### src/rtl/fetch_pkg.sv
// Shared definitions for the instruction-fetch stage: FSM encoding, default words and
// address helpers.
package fetch_pkg;

    typedef enum logic [1:0] {
        StIdle    = 2'd0,
        StWait    = 2'd1,
        StDiscard = 2'd2
    } fetch_state_e;

    localparam logic [31:0] NOP_INST_DEFAULT = 32'h0000_0000;
    localparam logic [31:0] RESET_ADDR       = 32'hbfc0_0000;

    function automatic logic [31:0] align_word(input logic [31:0] addr);
        return {addr[31:2], 2'b00};
    endfunction

endpackage

### src/rtl/inst_slot.sv
// Fetch-to-decode output register: loads a fetched instruction, drops it when decode
// consumes it or on a redirect.
module inst_slot (
    input  logic        clk,
    input  logic        reset,
    input  logic        i_load,
    input  logic        i_consume,
    input  logic        i_clear,
    input  logic [31:0] i_pc,
    input  logic [31:0] i_inst,
    input  logic        i_adel,
    output logic        o_valid,
    output logic [31:0] o_pc,
    output logic [31:0] o_inst,
    output logic        o_adel
);

    logic        r_valid;
    logic [31:0] r_pc;
    logic [31:0] r_inst;
    logic        r_adel;

    // A load always wins over consume; the parent never loads while clearing.
    always_ff @(posedge clk) begin
        if (reset) begin
            r_valid <= 1'b0;
            r_pc    <= 32'h0;
            r_inst  <= 32'h0;
            r_adel  <= 1'b0;
        end else if (i_load) begin
            r_valid <= 1'b1;
            r_pc    <= i_pc;
            r_inst  <= i_inst;
            r_adel  <= i_adel;
        end else if (i_clear || i_consume) begin
            r_valid <= 1'b0;
        end
    end

    assign o_valid = r_valid;
    assign o_pc    = r_pc;
    assign o_inst  = r_inst;
    assign o_adel  = r_adel;

endmodule

### src/rtl/inst_fetch.sv
// Instruction fetch stage with a single outstanding bus request and flush discard.
// Define FETCH_ADEL_EN to turn misaligned PCs into an address-error slot instead of a fetch.
module inst_fetch
    import fetch_pkg::*;
#(
    parameter logic [31:0] NOP_INST = NOP_INST_DEFAULT
) (
    input  logic        clk,
    input  logic        reset,
    input  logic [31:0] pc,
    output logic        fetch_stall,
    input  logic        flush,
    output logic        inst_req,
    output logic [31:0] inst_addr,
    input  logic        inst_addr_ok,
    input  logic [31:0] inst_rdata,
    input  logic        inst_data_ok,
    input  logic        id_allowin,
    output logic        id_valid,
    output logic [31:0] id_pc,
    output logic [31:0] id_inst,
    output logic        id_adel
);

    fetch_state_e r_state;
    fetch_state_e w_state_next;
    logic [31:0]  r_req_pc;

    logic        w_slot_free;
    logic        w_pc_misaligned;
    logic        w_issue_ok;
    logic        w_accept;
    logic        w_adel_load;
    logic        w_data_load;
    logic        w_slot_load;
    logic [31:0] w_slot_pc;
    logic [31:0] w_slot_inst;

`ifdef FETCH_ADEL_EN
    assign w_pc_misaligned = (pc[1:0] != 2'b00);
`else
    logic w_unused;
    assign w_pc_misaligned = 1'b0;
    assign w_unused        = ^{pc[1:0], NOP_INST};
`endif

    assign w_slot_free = !id_valid || id_allowin;

    always_ff @(posedge clk) begin
        if (reset) begin
            r_state <= StIdle;
        end else begin
            r_state <= w_state_next;
        end
    end

    always_ff @(posedge clk) begin
        if (reset) begin
            r_req_pc <= 32'h0;
        end else if (w_accept) begin
            r_req_pc <= pc;
        end
    end

    // Data_ok returns to IDLE from either waiting state; a flush while waiting poisons the reply.
    always_comb begin
        w_state_next = r_state;
        unique case (r_state)
            StIdle: begin
                if (w_accept) w_state_next = StWait;
            end
            StWait: begin
                if (inst_data_ok) begin
                    w_state_next = StIdle;
                end else if (flush) begin
                    w_state_next = StDiscard;
                end
            end
            StDiscard: begin
                if (inst_data_ok) w_state_next = StIdle;
            end
            default: w_state_next = StIdle;
        endcase
    end

    always_comb begin
        w_issue_ok  = (r_state == StIdle) && w_slot_free && !flush && !reset;
        inst_req    = w_issue_ok && !w_pc_misaligned;
        inst_addr   = align_word(pc);
        w_accept    = inst_req && inst_addr_ok;
        w_adel_load = w_issue_ok && w_pc_misaligned;
        fetch_stall = !(w_accept || w_adel_load);
        w_data_load = (r_state == StWait) && inst_data_ok && !flush && !reset;
        w_slot_load = w_data_load || w_adel_load;
        w_slot_pc   = w_adel_load ? pc : r_req_pc;
        w_slot_inst = w_adel_load ? NOP_INST : inst_rdata;
    end

    inst_slot u_inst_slot (
        .clk       (clk),
        .reset     (reset),
        .i_load    (w_slot_load),
        .i_consume (id_valid && id_allowin),
        .i_clear   (flush),
        .i_pc      (w_slot_pc),
        .i_inst    (w_slot_inst),
        .i_adel    (w_adel_load),
        .o_valid   (id_valid),
        .o_pc      (id_pc),
        .o_inst    (id_inst),
        .o_adel    (id_adel)
    );

endmodule

### config.mk
export PLATFORM = sky130hd
export DESIGN_NAME = inst_fetch
export DESIGN_NICKNAME = d
export VERILOG_FILES = /design/src/rtl/fetch_pkg.sv /design/src/rtl/inst_slot.sv /design/src/rtl/inst_fetch.sv
export SDC_FILE = /design/constraint.sdc
export NUM_CORES = 1
export LEC_CHECK = 0
export CORE_UTILIZATION = 44
export DETAILED_ROUTE_END_ITERATION = 10
export PLACE_DENSITY = 0.89
export SKIP_LAST_GASP = 1
export SLEW_MARGIN = 20
export SYNTH_ARGS = -nofsm -noshare
export SYNTH_HDL_FRONTEND = slang
export SYNTH_SLANG_ARGS = --single-unit
### constraint.sdc
create_clock -name clk -period 1.7 [get_ports clk]
set_input_delay 0.34 -clock clk [delete_from_list [all_inputs] [get_ports clk]]
set_output_delay 0.34 -clock clk [all_outputs]
set_load 0.02 [all_outputs]
# Word-level counts from Yosys, hierarchy flattened
# Cells that the tools add are included.
dict set report classes {
  n_eq_ne 5
  muxes 7
  n_reduce_logical 17
}
# op count
set ops {}
lappend ops {{logical AND 1 bit} 8}
lappend ops {{2-to-1 mux 2 bit} 4}
lappend ops {{case mux 2 bit (3 select lines)} 1}
lappend ops {{logical NOT 1 bit} 4}
lappend ops {{inequality test 2 bit (second input constant)} 2}
lappend ops {{inequality test 3 bit (second input constant)} 1}
lappend ops {{AND reduction 3 bit} 1}
lappend ops {{== test 2 x 1 -> 1 bit (second input constant)} 1}
lappend ops {{== test 2 bit (second input constant)} 1}
lappend ops {{logical NOT 2 bit} 1}
lappend ops {{logical OR 1 bit} 2}
lappend ops {{2-to-1 mux 1 bit} 2}
lappend ops {{nonzero test 2 bit} 1}
dict set report totals {
  register_bits 99
  input_bits 70
  word_cells 34
}

# Depth between registers and ports, before layout
dict set report logic_depth {
  word_depth 8
  mapped_depth 5
  depth_no_buf 3
}

# Hierarchy
# Synthesis repeated with hierarchy kept, for this count alone.
dict set report unflattened {
  hier_cells 408
  hier_area_um2 4156.5
}
# mod n_inst cells_per_inst area_each_um2
set modules_own_cells {}
lappend modules_own_cells {inst_slot 1 214 2388.5}
lappend modules_own_cells {inst_fetch 1 194 1767.9}

# Worst setup path before layout
# No wires, ideal clock.
dict set report synth_timing {
  path_type {register to output}
  startpoint {register r_state[0]}
  endpoint {output port fetch_stall}
  arrival_time_ns 1.055
  t_required_ns 1.360
  path_slack_ns 0.305
  path_stages_with_launch 5
  path_buffers 2
  cell_sequence {dfxtp_1 buf_2 nor4_4 nand3_2 buf_2}
}
dict set report synth_via {
  elab_chain_cells 6
}
# element line_no
set synth_rtl {}
lappend synth_rtl {{from (decl)} inst_fetch.sv:25} ;# fetch_state_e r_state;
lappend synth_rtl {{from (signal assigned)} inst_fetch.sv:51} ;# r_state <= StIdle;
lappend synth_rtl {{from (signal assigned)} inst_fetch.sv:53} ;# r_state <= w_state_next;
lappend synth_rtl {{logical NOT 2 bit} inst_fetch.sv:87} ;# w_issue_ok = (r_state == StIdle) && w_slot_free && !flush && !reset;
lappend synth_rtl {{logical AND 1 bit (3 in a row)} inst_fetch.sv:87}
lappend synth_rtl {{logical AND 1 bit} inst_fetch.sv:90} ;# w_accept = inst_req && inst_addr_ok;
lappend synth_rtl {{logical NOT 1 bit} inst_fetch.sv:92} ;# fetch_stall = !(w_accept || w_adel_load);
lappend synth_rtl {{to (decl)} inst_fetch.sv:11} ;# output logic fetch_stall,
# No other way between the ends.

# Final worst setup path
dict set report layout_timing {
  startpoint {register r_state[1]}
  endpoint {output port inst_req}
}
dict set report layout_via {
  elab_chain_cells 4
}
# element line_no
set layout_rtl {}
lappend layout_rtl {{logical NOT 2 bit} inst_fetch.sv:87}
lappend layout_rtl {{logical AND 1 bit (3 in a row)} inst_fetch.sv:87}
lappend layout_rtl {{to (decl)} inst_fetch.sv:13} ;# output logic inst_req,
# No other way between the ends.

==> reports/results.env <==
FLOORPLAN.DIE.WIDTH_UM=102
SETUP-VIOLATIONS-FINAL=0
SYNTH-COMPOUND-AREA-SHARE_PCT=10.6
CLOCK_SKEW_NS=0.00882
CLKLATENCYLATEPIN_NS=0.35
SYNTH_AREA_LEADERS='sky130_fd_sc_hd__dfxtp_1 (45%), sky130_fd_sc_hd__mux2_4 (17%), sky130_fd_sc_hd__nor2b_1 (8.0%)'
HOLDCRITPATHCLASS='flop to flop'
OVERALL_TRACK_DEMAND_OVER_CAPACITY_IN_GLOBAL_ROUTING_PCT=22.1
N_ANTENNA_CELL=0
FILL_CELLS=746
ANTENNA_FOUND_INITIAL=0
WORST_SETUP_SLACK_FINAL_NS=0.0419
SYN_AREA_PER_CELL_UM2=11.0
LAYOUT_WORST_PATH_CYCLE_SHARE_PCT=97.5
YOSYS_MOST_USED_DFF='sky130_fd_sc_hd__dfxtp_1'
FIN_TOTAL_PWR_uW=4450
WORSTPATHMAXFANOUT=2
SYN_INST=402
SYNTH_TOP_AREA_CELL='sky130_fd_sc_hd__dfxtp_1'
SYNTHMUXAREASHARE_PCT=20.7
RSZ0062_AT_GRT='true'
GRT_START_MAX_NET_PINS=54
DRT_ITER0_MARKERS=91
FINAL_CORE_UTIL_PCT=66.6
DETAILEDROUTE.FIRSTPASSITERATIONCOUNT=6
RUN_STATUS='complete, no violations'
INITIAL_CORE_UTIL_PCT=45.3
FINALWIRELENGTH_UM=11500
CTSLONGESTPATHBUFFERS=2
CLK_ROOT_BUFFER_CELL='sky130_fd_sc_hd__clkbuf_8'
AREA_GROWTH_SYN_TO_LAYOUT_PCT=46.9
SYNTH.CELL_AREA_UM2=4430
PLACE_WS_NS=-0.451
NUM-NETS-FINAL=636
DRC_ERRORS=0
PLACEMENT.IO_BUFFERS=166
SYNTHADDERAREAFRAC_PCT=0
PWR_DENSITY_CELL_nW_PER_UM2=684
TRITONCTS_NUM_SINKS=99
VIAS_IN_THE_FIRST_GLOBAL_ROUTE=3630
CORE.ROWCOUNT=36
FINALCRITICALPERIOD_NS=1.66
LARGEST_FAMILY_OF_LOGIC_CELLS_BY_SYNTHESIZED_AREA='multiplexers'
GLOBAL_ROUTE_WIRE_LENGTH_BEFORE_REPAIR_UM=17900
NETLIST.AREA_LEADER.SHARE_PCT=44.7
YS.WARNINGS.COUNT=0
TIMING.CRITICAL_PATH.BUF_INV=1
TOTAL_CTS_BUFFERS=9
CORE_UM2=9770
IO_PINS=170
YS_SEQ_AREA_SHARE_PCT=44.7
CTS_TREE='built'
STARTPOINT_TYPE_OF_THE_WORST_SETUP_PATH='flop'
CLK_PIN_SLEW_WORST_PATHS_NS=0.09
PLACE.DETAILED.HPWL_UM=8230
ROUTED_VIA_DENSITY=4.93
ARRIVAL_NS=1.32
FINAL_CELL_COUNT_NO_FILL=703
POST_SYNTH_SIMPLE_GATE_AREA_PCT=11.3
MAX_STAGE_DELAY_NS=0.35
SLEW_HEADROOM_PCT=62.2
DIE_HEIGHT_UM=102
SYNTH_EDF_COUNT=0
DESIGN.DIE.AREA_UM2=10500
ENDPOINT_REQUIRED_TIME_ON_THE_CRITICAL_PATH_NS=1.36
TIMING.CRITICAL_PATH.SLOWEST_STAGE_CELL='sky130_fd_sc_hd__dfxtp_2'
CRITICAL_PATH_TYPE='flop to output pin'
H-TREE-DEPTH=3
ROUTE.ANTENNA.REMAINING_NETS=0
FMAX_MHz=603
MAX_SLEW.WORST_PIN.SLEW_NS=0.567
CRIT_FAMILY='simple AND/OR/NAND/NOR gates'
TIMING.FINAL.HOLD_VIOLATIONS=0
MAXCAPVIOLATIONS=0
VDD.IR_DROP.WORST_mV=0.362
FIN_WORST_HOLD_SLACK_NS=0.476
FINAL_LAYOUT_SIZE_SUFFIX_GT1_SHARE_PCT=24.6
POSTSYNTHREGISTERBITS=99
TOTAL_NUMBER_OF_VIAS=3463
PATH_CELLS='nor4_4 > and2_1 > buf_4'
WORST_SETUP_PATH_END_KIND='output pin'
GRT_REMAINING_OVERFLOW=0
ASYNC_FLOP_SHARE_PCT=0
WL_PER_CELL_UM=16.4
GLOBALPLACE.CONGESTION=0.822
SYNTH_CELL_TYPE_COUNT=29
LEAKAGE_uW=0.00334
FRACTION_OF_SYNTHESIZED_CELL_AREA_IN_XOR_AND_XNOR_CELLS_PCT=0
PLACEDCELLCOUNT=688
SLEW_VIOLATIONS=0
## layout make-up
| cell class | count | area, um^2 | share of cell area (%) |
|---|---|---|---|
| Clock buffer | 13 | 159 | 2.44 |
| Clock inverter | 2 | 35.0 | 0.538 |
| Inverter | 32 | 120 | 1.85 |
| Multi-Input combinational cell | 210 | 1910 | 29.4 |
| Sequential cell | 99 | 1980 | 30.5 |
| Tap cell | 133 | 166 | 2.56 |
| Timing Repair Buffer | 214 | 2130 | 32.7 |
## through the flow
stage / TNS [ns] / area [um^2]
CTS: -0.00788 / 6420
global route: -0.0818 / 6510
floorplan: 0 / 4440
detailed placement: -38.19 / 6270
finish: 0 / 6510
global placement: -31.98 / 6270
## worst reg2reg max path: cells and delay by family, from the launching register on
kind | cells | cell delay (ns)
mux | 1 | 0.31
flops | 1 | 0.39
buf+inv | 3 | 0.65
simple gates | 1 | 0.19
## synthesized netlist by cell type (all sizes together) (2+ instances only)
cell    instances
and2b           8
buf            49
clkbuf         14
dfxtp          99
inv            32
mux2           65
nand2           2
nor2b          57
o21ai          32
o311ai         32
## state kept, by name, summed over array words and instances (netlist names)
| signal | count |
|---|---|
| r_state | 2 |
| u_inst_slot.o_inst | 32 |
| u_inst_slot.o_valid | 1 |
| r_req_pc | 32 |
| u_inst_slot.o_pc | 32 |
## metal layers
layer	track usage, %	up-vias	share of wire [%]
li1	-	1659	-
met1	24.4	1667	40
met2	41.0	129	53
met3	5.34	8	6.9
met4	7.91	0	0.84
met5	0	-	0
## placed cells by master (no fill, tap or decap), drive strengths merged, types with 2 or more instances in the layout
| cell | Yosys | routed |
|---|---|---|
| and2b | 8 | 8 |
| buf | 49 | 51 |
| clkbuf | 14 | 13 |
| clkdlybuf4s50 | 0 | 103 |
| conb | 1 | 3 |
| dfxtp | 99 | 99 |
| dlygate4sd2 | 0 | 35 |
| dlymetal6s2s | 0 | 25 |
| inv | 32 | 32 |
| mux2 | 65 | 65 |
| nand2 | 2 | 2 |
| nor2b | 57 | 57 |
| o21ai | 32 | 32 |
| o311ai | 32 | 32 |
## final timing paths
kind | cells after the start | to | startpoint | slack, ns
worst max-delay path | 3 | inst_req | r_state[1]$_SDFFE_PP0P_ | 0.04
worst min-delay path | 2 | r_req_pc[17]$_SDFFE_PP0P_ | r_req_pc[17]$_SDFFE_PP0P_ | 0.48
worst max register to register | 5 | u_inst_slot.o_inst[22]$_SDFFE_PP0P_ | r_state[0]$_SDFFE_PP0P_ | 0.06
worst min register to register | 2 | r_req_pc[17]$_SDFFE_PP0P_ | r_req_pc[17]$_SDFFE_PP0P_ | 0.48
## power breakdown
part	internal (uW)	switching, uW
sequential	2360	26.3
clock	754	768
combinational	291	246
## cell families (layout without fill, tap and decap cells)
group           after synthesis  after routing
flops                        99             99
mux                          65             65
other cells                   1              3
compound gates               66             66
simple gates                 76             76
buf+inv                      95            261
## what timing repair did
action | 4_1_cts | 5_1_grt
hold buffers | 0 | 0
endpoints found under the setup margin | 96 | 80
pin swaps | 2 | 2
setup buffers | 0 | 0
gates resized for setup | 47 | 30
Note: power is estimated with default switching activity, not from simulation.
